$ cat config.mk
export PLATFORM = sky130hd
export DESIGN_NAME = io_bridge
export DESIGN_NICKNAME = d
export VERILOG_FILES = /design/src/rtl/io_bridge_pkg.sv /design/src/rtl/io_fifo.sv /design/src/rtl/io_bridge.sv
export SDC_FILE = /design/constraint.sdc
export NUM_CORES = 1
export LEC_CHECK = 0
export CAP_MARGIN = 40
export CORE_AREA = 4 4 94 96
export DETAILED_ROUTE_END_ITERATION = 12
export DIE_AREA = 0 0 98 100
export PLACE_DENSITY = 0.72
export SYNTH_ARGS = -nofsm -noshare
export SYNTH_HDL_FRONTEND = slang
export SYNTH_HIERARCHICAL = 1
export SYNTH_SLANG_ARGS = --single-unit
$ cat constraint.sdc
create_clock -name clk -period 3.56 [get_ports clk]
set_input_delay 1.068 -clock clk [delete_from_list [all_inputs] [get_ports clk]]
set_output_delay 1.068 -clock clk [all_outputs]
set_load 0.02 [all_outputs]
$ cat src/rtl/io_bridge_pkg.sv
// Shared defaults and bit positions for the CPU <-> external byte bridge.
package io_bridge_pkg;
  localparam int WIDTH_DEF = 8;
  localparam int DEPTH_DEF = 4;

  localparam int TX_FULL  = 3;
  localparam int TX_EMPTY = 2;
  localparam int RX_FULL  = 1;
  localparam int RX_EMPTY = 0;

  localparam int ERR_TX_OVF = 0;
  localparam int ERR_RX_UNF = 1;

  typedef struct packed {
    logic tx_full;
    logic tx_empty;
    logic rx_full;
    logic rx_empty;
  } status_t;
endpackage

$ cat src/rtl/io_fifo.sv
// Synchronous first-word-fall-through FIFO; head reads as zero while empty.
module io_fifo #(
  parameter int WIDTH = 8,
  parameter int DEPTH = 4
) (
  input  logic                     clk,
  input  logic                     rst,
  input  logic                     push,
  input  logic                     pop,
  input  logic [WIDTH-1:0]         data,
  output logic [WIDTH-1:0]         head,
  output logic                     full,
  output logic                     empty,
  output logic [$clog2(DEPTH):0]   count
);
  localparam int AW = $clog2(DEPTH);
  localparam logic [AW:0] FULL_CNT = (AW+1)'(DEPTH);

  logic [WIDTH-1:0] mem [DEPTH];
  logic [AW-1:0]    wr_ptr;
  logic [AW-1:0]    rd_ptr;
  logic             do_push;
  logic             do_pop;

  assign full    = (count == FULL_CNT);
  assign empty   = (count == '0);
  // Push is judged on the registered full flag, so a same-cycle pop never frees a slot.
  assign do_push = push && !full;
  assign do_pop  = pop && !empty;

  always_ff @(posedge clk) begin
    if (rst) begin
      wr_ptr <= '0;
      rd_ptr <= '0;
      count  <= '0;
    end else begin
      if (do_push) wr_ptr <= wr_ptr + AW'(1);
      if (do_pop)  rd_ptr <= rd_ptr + AW'(1);
      if (do_push && !do_pop)      count <= count + (AW+1)'(1);
      else if (do_pop && !do_push) count <= count - (AW+1)'(1);
    end
  end

  always_ff @(posedge clk) begin
    if (do_push && !rst) mem[wr_ptr] <= data;
  end

  assign head = empty ? '0 : mem[rd_ptr];
endmodule

$ cat src/rtl/io_bridge.sv
// Byte bridge between a CPU OUT/INP register pair and an external valid/ready stream.
// Handshake: a byte moves when valid and ready are both high at a rising edge; valid never
// drops and data never changes until that happens.
module io_bridge
  import io_bridge_pkg::*;
#(
  parameter int WIDTH = WIDTH_DEF,
  parameter int DEPTH = DEPTH_DEF
) (
  input  logic             clk,
  input  logic             rst,
  input  logic             cpu_out_wr,
  input  logic [WIDTH-1:0] cpu_out_data,
  input  logic             cpu_in_rd,
  output logic [WIDTH-1:0] cpu_in_data,
  output logic             cpu_in_valid,
  input  logic             err_clr,
  output logic             ext_tx_valid,
  output logic [WIDTH-1:0] ext_tx_data,
  input  logic             ext_tx_ready,
  input  logic             ext_rx_valid,
  input  logic [WIDTH-1:0] ext_rx_data,
  output logic             ext_rx_ready,
  output logic [3:0]       status,
  output logic [1:0]       err
);
  localparam int AW = $clog2(DEPTH);
  localparam logic [AW:0] FULL_CNT = (AW+1)'(DEPTH);

  logic          tx_full, tx_empty, rx_full, rx_empty;
  logic [AW:0]   tx_count, rx_count;
  logic [1:0]    err_set;
  status_t       st;

  io_fifo #(.WIDTH(WIDTH), .DEPTH(DEPTH)) u_tx (
    .clk   (clk),
    .rst   (rst),
    .push  (cpu_out_wr),
    .pop   (ext_tx_ready),
    .data  (cpu_out_data),
    .head  (ext_tx_data),
    .full  (tx_full),
    .empty (tx_empty),
    .count (tx_count)
  );

  io_fifo #(.WIDTH(WIDTH), .DEPTH(DEPTH)) u_rx (
    .clk   (clk),
    .rst   (rst),
    .push  (ext_rx_valid),
    .pop   (cpu_in_rd),
    .data  (ext_rx_data),
    .head  (cpu_in_data),
    .full  (rx_full),
    .empty (rx_empty),
    .count (rx_count)
  );

  assign ext_tx_valid = !tx_empty;
  assign cpu_in_valid = !rx_empty;
  assign ext_rx_ready = !rx_full;

  always_comb begin
    st.tx_full  = (tx_count == FULL_CNT);
    st.tx_empty = (tx_count == '0);
    st.rx_full  = (rx_count == FULL_CNT);
    st.rx_empty = (rx_count == '0);
  end
  assign status = st;

  always_comb begin
    err_set             = '0;
    err_set[ERR_TX_OVF] = cpu_out_wr && tx_full;
    err_set[ERR_RX_UNF] = cpu_in_rd && rx_empty;
  end

  // A new error in the same cycle as err_clr wins, so the flag stays set.
  always_ff @(posedge clk) begin
    if (rst) err <= '0;
    else     err <= (err & {2{~err_clr}}) | err_set;
  end
endmodule
==> results of run 1 <==
-- layout make-up --
type                            count  area [sq um]  area share [%]
Multi-Input combinational cell    112          1090            25.0
Inverter                           13          53.8            1.23
Clock buffer                        9           124            2.83
Timing Repair Buffer               60           568            13.0
Clock inverter                      7          83.8            1.92
Sequential cell                    84          2320            53.1
Tap cell                          105           131            3.00
-- layer usage --
layer	share of wire (%)	global-route usage, %
met5	0	0
met1	45	15.3
met3	4.2	3.34
met2	49	20.8
met4	1.9	6.07
-- power groups by stage --
stage,Clock (uW),Sequential [uW],Combinational [uW]
floorplan,0,1260,717
global placement,0,1290,1090
detailed placement,0,1290,1100
CTS,710,1270,1110
global route,755,1290,1190
finish,690,1270,1090
-- cells in the final DEF (no fill, tap or decap), drive strengths merged, types with 9 or more instances in the layout --
cell type      instances
clkbuf                 9
edfxtp                64
inv                   16
nor3b                 12
clkdlybuf4s50         47
ha                    10
dfxtp                 20
nor2b                 16
buf                   13
mux4                  16
-- flip-flops by register name (all words and copies together), names as in the netlist, 3 cells and up, named ones only --
name and flops:
u_rx/mem 32, u_rx/count 3, u_tx/mem 32, u_tx/count 3
-- critical path: cells and delay by family, from the launching register on --
| family | cells | cell delay (ps) |
|---|---|---|
| mux | 1 | 490 |
| buf+inv | 2 | 750 |
| flops | 1 | 500 |
| simple gates | 1 | 140 |
-- per-stage QoR --
stage	worst slack [ps]	hold WS, ps	cells	util (%)
floorplan	1160	465	217	-
global placement	536	462	374	51.8
detailed placement	484	466	374	51.8
CTS	211	486	390	54.4
global route	102	525	390	54.4
finish	260	477	390	54.4
-- cells by family (layout without fill, tap and decap cells) --
| kind of cell | Yosys count | after routing |
|---|---|---|
| buffers and inverters | 21 | 89 |
| AO/OA/AOI/OAI | 16 | 16 |
| adder cells (fa/ha/maj) | 12 | 12 |
| AND/OR/NAND/NOR | 58 | 58 |
| flip-flops | 84 | 84 |
| multiplexers | 20 | 20 |
| XOR/XNOR | 6 | 6 |
-- path summary, 6_finish.rpt --
| check | from | to | slack, ps | cells past startpoint |
|---|---|---|---|---|
| max | flip-flop | ext_tx_data[5] | 260 | 4 |
| max reg2reg | u_tx/count[0] | u_tx/count[2] | 1390 | 9 |
| min | err[1] | err[1] | 480 | 2 |
| min reg2reg | err[1] | err[1] | 480 | 2 |
==> impl_metrics.env, run 1 <==
export IMPL_placed_cell_area_sq_um=4170
export IMPL_start_util_pct=43.7
export IMPL_wl_um=5750
export IMPL_row_count=33
export IMPL_end_kind="primary output"
export IMPL_synth_edf_count=64
export IMPL_crit_path_start_kind="flip-flop"
export IMPL_sw_frac_of_total_pct=32.1
export IMPL_antenna_left=0
export IMPL_outcome="finished clean"
export IMPL_skew_ps=6.74
export IMPL_min_period_ps=3300
export IMPL_cellPowerDensity_nw_per_um2=696
export IMPL_timing_final_hold_violations=0
export IMPL_worstPathMaxFanout=5
export IMPL_cts_buffer_depth=2
export IMPL_drv_cap=0
export IMPL_ys_types=26
export IMPL_rsz0062_at_grt="false"
export IMPL_min_path_type="reg2reg"
export IMPL_core_area_sq_um=8050
export IMPL_drc_errors=0
export IMPL_clk_pin_slew_ps=90
export IMPL_firstDrtPassIters=4
export IMPL_first_global_vias=1948
export IMPL_io_pins=48
export IMPL_crit_slowest_cell="clkdlybuf4s50_1"
export IMPL_numCtsBuffers=9
export IMPL_grt_usage_pct=12.5
export IMPL_diodes=0
export IMPL_synth_fa_ha_area_share_pct=4.69
export IMPL_clock_sinks=84
export IMPL_hpwl_um=3970
export IMPL_setup_violations_final=0
export IMPL_p_clk_share_pct=22.6
export IMPL_vias_per_cell=4.88
export IMPL_ys_seq_elements=84
export IMPL_grt_overflow=0
export IMPL_antenna_found_initial=0
export IMPL_grt_max_degree=19
export IMPL_critical_path_class="reg2out"
export IMPL_async_reset_ff_share_pct=0
export IMPL_yosys_area_share_xor_xnor_pct=1.49
export IMPL_relSlewSlack_pct=55.1
export IMPL_power_frac_comb_pct=35.8
export IMPL_drt_iter0_drc=87
export IMPL_cts_hold_buf=0
export IMPL_fmax_mhz=303
export IMPL_slowest_delay_ps=530
export IMPL_clk_insertion_delay_late_ps=350
export IMPL_synth_top_family_by_area="multiplexers"
export IMPL_worst_slew_pin_slew_ps=672
export IMPL_syn_area_sq_um=3520
export IMPL_fin_crit_sh_pct=92.7
export IMPL_syn_avg_cell_area_sq_um=16.2
export IMPL_netlist_top_cells_count="edfxtp_1 (64), dfxtp_1 (20), mux4_2 (16), nor2b_1 (16), inv_1 (11)"
export IMPL_grt_first_pass_wirelength_um=9450
export IMPL_yosys_area_top_type="edfxtp_1"
export IMPL_dieWidth_um=98
export IMPL_postLayoutCellArea_sq_um=4380
export IMPL_finalWeightedCongestion=0.726
export IMPL_p_leak_uw=0.00150
export IMPL_ys_seq_area_share_pct=66.0
export IMPL_slew_violations=0
export IMPL_synthCells=217
export IMPL_synth_main_ff_cell="edfxtp_1"
export IMPL_nets=315
export IMPL_synth_area_mux_share_pct=11.4
export IMPL_die_area_sq_um=9800
export IMPL_cts_root_buffer="clkbuf_8"
export IMPL_synth_area_top_cells="edfxtp_1 (55%), dfxtp_1 (11%), mux4_2 (10%)"
export IMPL_finalPower_uw=3050
export IMPL_worstPathRequired_ps=2490
export IMPL_ys_warnings_count=6
export IMPL_synth_compound_area_share_pct=2.70
export IMPL_synth_nets=252
export IMPL_synthToLayoutAreaGrowth_pct=24.4
export IMPL_num_fill_cells=645
export IMPL_cts_resized=0
export IMPL_fin_setup_tns_ps=0
export IMPL_tritoncts="done"
export IMPL_seq_power_share_pct=41.6
export IMPL_io_buffer_count=47
export IMPL_cp_arrival_ps=2230
export IMPL_h_tree_depth=3
export IMPL_cts_setup_buffers=0
export IMPL_synth_simple_area_share_pct=10.8
export IMPL_drive_gt1_share_pct=18.6
export IMPL_switching_power_uw=977
export IMPL_p_int_uw=2070
export IMPL_irDropWorstVdd_mv=0.393
export IMPL_via_count=1905
export IMPL_synth_top_area_share_pct=54.6
export IMPL_wire_per_inst_um=14.7
export IMPL_path_cells="buf_4 -> mux4_2 -> nor2b_1 -> clkdlybuf4s50_1"
export IMPL_die_h_um=100
export IMPL_synth_most_common_cell="edfxtp_1"
Note: power is estimated with default switching activity, not from simulation.
==> run 2, diff against run 1 <==
--- a/config.mk
+++ b/config.mk
@@ -7,8 +7,10 @@
 export LEC_CHECK = 0
 export CAP_MARGIN = 40
 export CORE_AREA = 4 4 94 96
+export CTS_BUF_LIST = sky130_fd_sc_hd__clkbuf_2
 export DETAILED_ROUTE_END_ITERATION = 12
 export DIE_AREA = 0 0 98 100
+export GPL_ROUTABILITY_DRIVEN = 0
 export PLACE_DENSITY = 0.72
 export SYNTH_ARGS = -nofsm -noshare
 export SYNTH_HDL_FRONTEND = slang
==> run 2 against run 1 <==
Worst hold slack improved by 13 ps. Global-route usage decreased by 0.45 points. Critical path depth unchanged. Total power decreased by 5.7%. Critical path type unchanged. Clock power decreased by 26%. Largest cell class unchanged. Largest power group unchanged.
==> impl_metrics.env, run 2 (synthesis results as in run 1) <==
export IMPL_vias_per_cell=4.92
export IMPL_cellPowerDensity_nw_per_um2=668
export IMPL_antenna_found_initial=0
export IMPL_top_regs="u_rx/mem (32), u_tx/mem (32)"
export IMPL_slowest_delay_ps=530
export IMPL_io_buffer_count=47
export IMPL_clock_sinks=84
export IMPL_end_kind="primary output"
export IMPL_core_area_sq_um=8050
export IMPL_num_fill_cells=655
export IMPL_antenna_left=0
export IMPL_cts_setup_buffers=0
export IMPL_first_global_vias=1928
export IMPL_tritoncts="done"
export IMPL_hpwl_um=3970
export IMPL_cp_endpoint="ext_tx_data[5]"
export IMPL_min_path_type="reg2reg"
export IMPL_diodes=0
export IMPL_numCtsBuffers=9
export IMPL_grt_first_pass_wirelength_um=9240
export IMPL_worstReg2RegEnd="u_tx/count[2]"
export IMPL_wl_um=5660
export IMPL_slew_violations=0
export IMPL_io_pins=48
export IMPL_fin_ws_ps=207
export IMPL_grt_usage_pct=12.1
export IMPL_path_cells="buf_4 -> mux4_2 -> nor2b_1 -> clkdlybuf4s50_1"
export IMPL_cts_root_buffer="clkbuf_2"
export IMPL_irDropWorstVdd_mv=0.407
export IMPL_fin_crit_sh_pct=94.2
export IMPL_die_h_um=100
export IMPL_cp_arrival_ps=2290
export IMPL_setup_violations_final=0
export IMPL_final_common_cell="edfxtp_1"
export IMPL_power_frac_comb_pct=37.9
export IMPL_start_util_pct=43.7
export IMPL_mostFrequentLayoutCells="edfxtp_1 (64), clkdlybuf4s50_1 (47), dfxtp_1 (19), mux4_2 (16), nor2b_1 (16)"
export IMPL_p_clk_share_pct=17.8
export IMPL_worstPathRequired_ps=2490
export IMPL_p_leak_uw=0.00147
export IMPL_fin_util_pct=53.4
export IMPL_die_area_sq_um=9800
export IMPL_worstPathMaxFanout=5
export IMPL_clk_pin_slew_ps=250
export IMPL_p_int_uw=1910
export IMPL_crit_path_start_kind="flip-flop"
export IMPL_rsz0062_at_grt="false"
export IMPL_skew_ps=16.8
export IMPL_relSlewSlack_pct=54.4
export IMPL_clk_insertion_delay_late_ps=500
export IMPL_worst_slew_pin_slew_ps=681
export IMPL_synthToLayoutAreaGrowth_pct=22.2
export IMPL_dieWidth_um=98
export IMPL_timing_final_hold_violations=0
export IMPL_drive_gt1_share_pct=18.9
export IMPL_seq_power_share_pct=44.2
export IMPL_drc_errors=0
export IMPL_critical_path_class="reg2out"
export IMPL_sw_frac_of_total_pct=33.4
export IMPL_firstDrtPassIters=4
export IMPL_wire_per_inst_um=14.5
export IMPL_grt_overflow=0
export IMPL_via_count=1917
export IMPL_rr_startpoint="u_tx/count[0]"
export IMPL_h_tree_depth=3
export IMPL_switching_power_uw=960
export IMPL_min_period_ps=3350
export IMPL_crit_slowest_cell="clkdlybuf4s50_1"
export IMPL_fmax_mhz=298
export IMPL_r2r_cells=9
export IMPL_cts_hold_buf=0
export IMPL_cts_buffer_depth=2
export IMPL_nets=315
export IMPL_fin_setup_tns_ps=0
export IMPL_holdPathStages=2
export IMPL_worst_r2r_setup_slack_ps=1370
export IMPL_drv_cap=0
export IMPL_finalPower_uw=2870
export IMPL_drt_iter0_drc=98
export IMPL_grt_max_degree=19
export IMPL_row_count=33
export IMPL_pre_cts_ws_ps=484
export IMPL_outcome="finished clean"
==> run 2: critical path, delay by kind of cell, from the launching register on <==
kind	cells	cell delay (ps)
buffers and inverters	2	690
flip-flops	1	450
multiplexers	1	490
AND/OR/NAND/NOR	1	140
==> run 2: repair_timing <==
| action | in CTS | in global routing |
|---|---|---|
| cloned | 0 | 0 |
| endpoints found under the setup margin | 4 | 2 |
| resized for setup | 1 | 1 |
==> run 2: through the flow <==
| step | hold WS, ps | std cells | cell area [sq um] |
|---|---|---|---|
| finish | 490 | 390 | 4300 |
| global placement | 462 | 374 | 4170 |
| CTS | 500 | 390 | 4300 |
| floorplan | 465 | 217 | 3520 |
| global route | 539 | 390 | 4300 |
| detailed placement | 466 | 374 | 4170 |
==> run 2: cell type report <==
cell class,instances,area (sq um),share of cell area (%)
timing repair buffer,60,568,13.2
clock inverter,7,83.8,1.95
multi-input combinational,112,1090,25.4
inverter,13,53.8,1.25
sequential,84,2330,54.1
tap,105,131,3.05
clock buffer,9,45.0,1.05
==> run 2: worst min path at each step <==
stage / startpoint / end / slack, ps
after floorplan: u_rx/rd_ptr[1] / flip-flop / 460
final: err[1] / err[1] / 490
after detailed placement: err[0] / err[0] / 470
after global placement: err[0] / err[0] / 460
after global routing: err[1] / err[1] / 540
after CTS: err[0] / err[0] / 500
==> run 2: metal layers <==
metal	part of all wire (%)	GRT usage, %
met5	0	0
met4	2.0	5.75
met3	4.2	2.71
met2	48	19.9
met1	46	15.2
==> run 2: power by group through the flow <==
stage | clock (uW) | combinational, uW | sequential [uW]
after detailed placement | 0 | 1100 | 1290
after global routing | 576 | 1190 | 1290
final | 512 | 1090 | 1270
after CTS | 531 | 1110 | 1270
after global placement | 0 | 1090 | 1290
after floorplan | 0 | 717 | 1260
==> run 3, diff against run 2 <==
--- a/config.mk
+++ b/config.mk
@@ -6,13 +6,12 @@
 export NUM_CORES = 1
 export LEC_CHECK = 0
 export CAP_MARGIN = 40
-export CORE_AREA = 4 4 94 96
+export CORE_AREA = 4 4 93 95
 export CTS_BUF_LIST = sky130_fd_sc_hd__clkbuf_2
 export DETAILED_ROUTE_END_ITERATION = 12
-export DIE_AREA = 0 0 98 100
+export DIE_AREA = 0 0 97 99
 export GPL_ROUTABILITY_DRIVEN = 0
-export PLACE_DENSITY = 0.72
+export PLACE_DENSITY = 0.73
 export SYNTH_ARGS = -nofsm -noshare
 export SYNTH_HDL_FRONTEND = slang
-export SYNTH_HIERARCHICAL = 1
 export SYNTH_SLANG_ARGS = --single-unit
==> run 3 against run 2 <==
Synthesized area decreased by 1.3%. Largest cell class unchanged. Synthesized cell count increased by 0.46%. Largest power group unchanged. Non-clock buffer count decreased by 2.
==> impl_metrics.env, run 3 <==
export IMPL_numCtsBuffers=9
export IMPL_cts_root_buffer="clkbuf_2"
export IMPL_antenna_found_initial=0
export IMPL_synth_main_ff_cell="edfxtp_1"
export IMPL_grt_usage_pct=13.3
export IMPL_start_util_pct=45.0
export IMPL_hpwl_um=4110
export IMPL_slew_violations=0
export IMPL_holdPathStages=2
export IMPL_core_area_sq_um=7730
export IMPL_grt_first_pass_wirelength_um=9970
export IMPL_final_common_cell="edfxtp_1"
export IMPL_timing_final_hold_violations=0
export IMPL_tritoncts="done"
export IMPL_fin_crit_sh_pct=94.0
export IMPL_io_buffer_count=47
export IMPL_die_h_um=99
export IMPL_ys_types=29
export IMPL_drc_errors=0
export IMPL_fin_util_pct=54.6
export IMPL_fin_ws_ps=213
export IMPL_row_count=32
export IMPL_worstPathMaxFanout=8
export IMPL_nets=308
export IMPL_setup_violations_final=0
export IMPL_synth_edf_count=64
export IMPL_top_regs="u_rx.mem (32), u_tx.mem (32)"
export IMPL_crit_path_start_kind="flip-flop"
export IMPL_relSlewSlack_pct=62.5
export IMPL_synthToLayoutAreaGrowth_pct=21.4
export IMPL_worstPathRequired_ps=2490
export IMPL_wire_per_inst_um=15.5
export IMPL_synthCells=218
export IMPL_h_tree_depth=3
export IMPL_cp_arrival_ps=2280
export IMPL_skew_ps=29.8
export IMPL_syn_area_sq_um=3470
export IMPL_min_path_type="reg2reg"
export IMPL_ys_warnings_count=0
export IMPL_clk_insertion_delay_late_ps=530
export IMPL_drv_cap=0
export IMPL_num_fill_cells=656
export IMPL_ys_seq_area_share_pct=66.8
export IMPL_end_kind="primary output"
export IMPL_regArea_sq_um=2330
export IMPL_multi_input_area_sq_um=1030
export IMPL_yosys_area_top_type="edfxtp_1"
export IMPL_worst_slew_pin_slew_ps=561
export IMPL_r2r_cells=9
export IMPL_outcome="finished clean"
export IMPL_dieWidth_um=97
export IMPL_cellPowerDensity_nw_per_um2=700
export IMPL_grt_max_degree=18
export IMPL_synth_most_common_cell="edfxtp_1"
export IMPL_syn_avg_cell_area_sq_um=15.9
export IMPL_netlist_top_cells_count="edfxtp_1 (64), dfxtp_1 (20), nor2b_1 (18), mux4_2 (16), inv_1 (12)"
export IMPL_pre_cts_ws_ps=266
export IMPL_die_area_sq_um=9600
export IMPL_hold_ws_ps=510
export IMPL_min_period_ps=3350
export IMPL_antenna_left=0
export IMPL_clk_pin_slew_ps=220
export IMPL_irDropWorstVdd_mv=0.455
export IMPL_rsz0062_at_grt="false"
export IMPL_io_pins=48
export IMPL_cts_buffer_depth=2
export IMPL_via_count=1867
export IMPL_critical_path_class="reg2out"
export IMPL_firstDrtPassIters=4
export IMPL_fmax_mhz=299
export IMPL_drive_gt1_share_pct=17.6
export IMPL_diodes=0
export IMPL_first_global_vias=1939
export IMPL_mostFrequentLayoutCells="edfxtp_1 (64), clkdlybuf4s50_1 (47), nor2b_1 (18), dfxtp_1 (18), mux4_2 (16)"
export IMPL_grt_overflow=0
export IMPL_async_reset_ff_share_pct=0
export IMPL_vias_per_cell=4.91
export IMPL_wl_um=5900
export IMPL_synth_top_area_share_pct=55.3
export IMPL_fin_setup_tns_ps=0
export IMPL_drt_iter0_drc=90
export IMPL_ys_seq_elements=84
export IMPL_synth_nets=253
export IMPL_synth_area_top_cells="edfxtp_1 (55%), dfxtp_1 (12%), mux4_2 (10%)"
export IMPL_finalPower_uw=2950
export IMPL_p_leak_uw=0.00147
export IMPL_clock_sinks=84
==> run 3: layer usage <==
layer	global-route usage, %	part of all wire [%]	up-vias
li1	-	-	909
met1	17.2	45	912
met2	22.0	50	41
met3	3.82	4.1	5
met4	4.21	0.95	0
met5	0	0	-
==> run 3: cell type report <==
cell class	instances	share of cell area, %
multi-input combinational	108	24.4
clock inverter	7	2.17
timing repair buffer	58	13.1
tap	102	3.03
inverter	12	1.07
sequential	84	55.2
clock buffer	9	1.07
==> run 3: report_power, final <==
| part | switching [uW] | internal (uW) |
|---|---|---|
| clock network | 358 | 181 |
| registers | 119 | 1160 |
| logic | 540 | 588 |
| total | 1020 | 1930 |
==> run 3: per-stage QoR <==
stage	std cells	area [sq um]
2_1_floorplan	218	3470
3_3_place_gp	364	4080
3_5_place_dp	364	4080
4_1_cts	380	4220
5_1_grt	380	4220
6_report	380	4220
==> run 3: cell families after synthesis <==
family,synth area share (%)
AND/OR/NAND/NOR,9.11
XOR/XNOR,1.51
multiplexers,11.2
buffers and inverters,3.56
AO/OA/AOI/OAI,2.99
adder cells (fa/ha/maj),4.75
flip-flops,66.8
==> run 3: final timing paths <==
check | to | slack, ps | startpoint
setup / recovery | ext_tx_data[4] | 210 | flip-flop
hold reg to reg | u_tx.rd_ptr[1] | 510 | u_tx.rd_ptr[1]
hold / removal | u_tx.rd_ptr[1] | 510 | u_tx.rd_ptr[1]
setup reg to reg | u_rx.count[2] | 1190 | u_rx.count[0]
==> run 3: critical path, stage by stage, from the launching register on <==
cell and delay, ps:
dfxtp_2 550, mux4_2 550, nor2b_1 140, clkdlybuf4s50_1 530
==> run 3: timing repair <==
action                                  in CTS  in global routing
setup buffers                                0                  0
endpoints found under the hold margin        0                  0
hold buffers                                 0                  0
endpoints found under the setup margin      16                  2
gates resized for setup                      2                  1
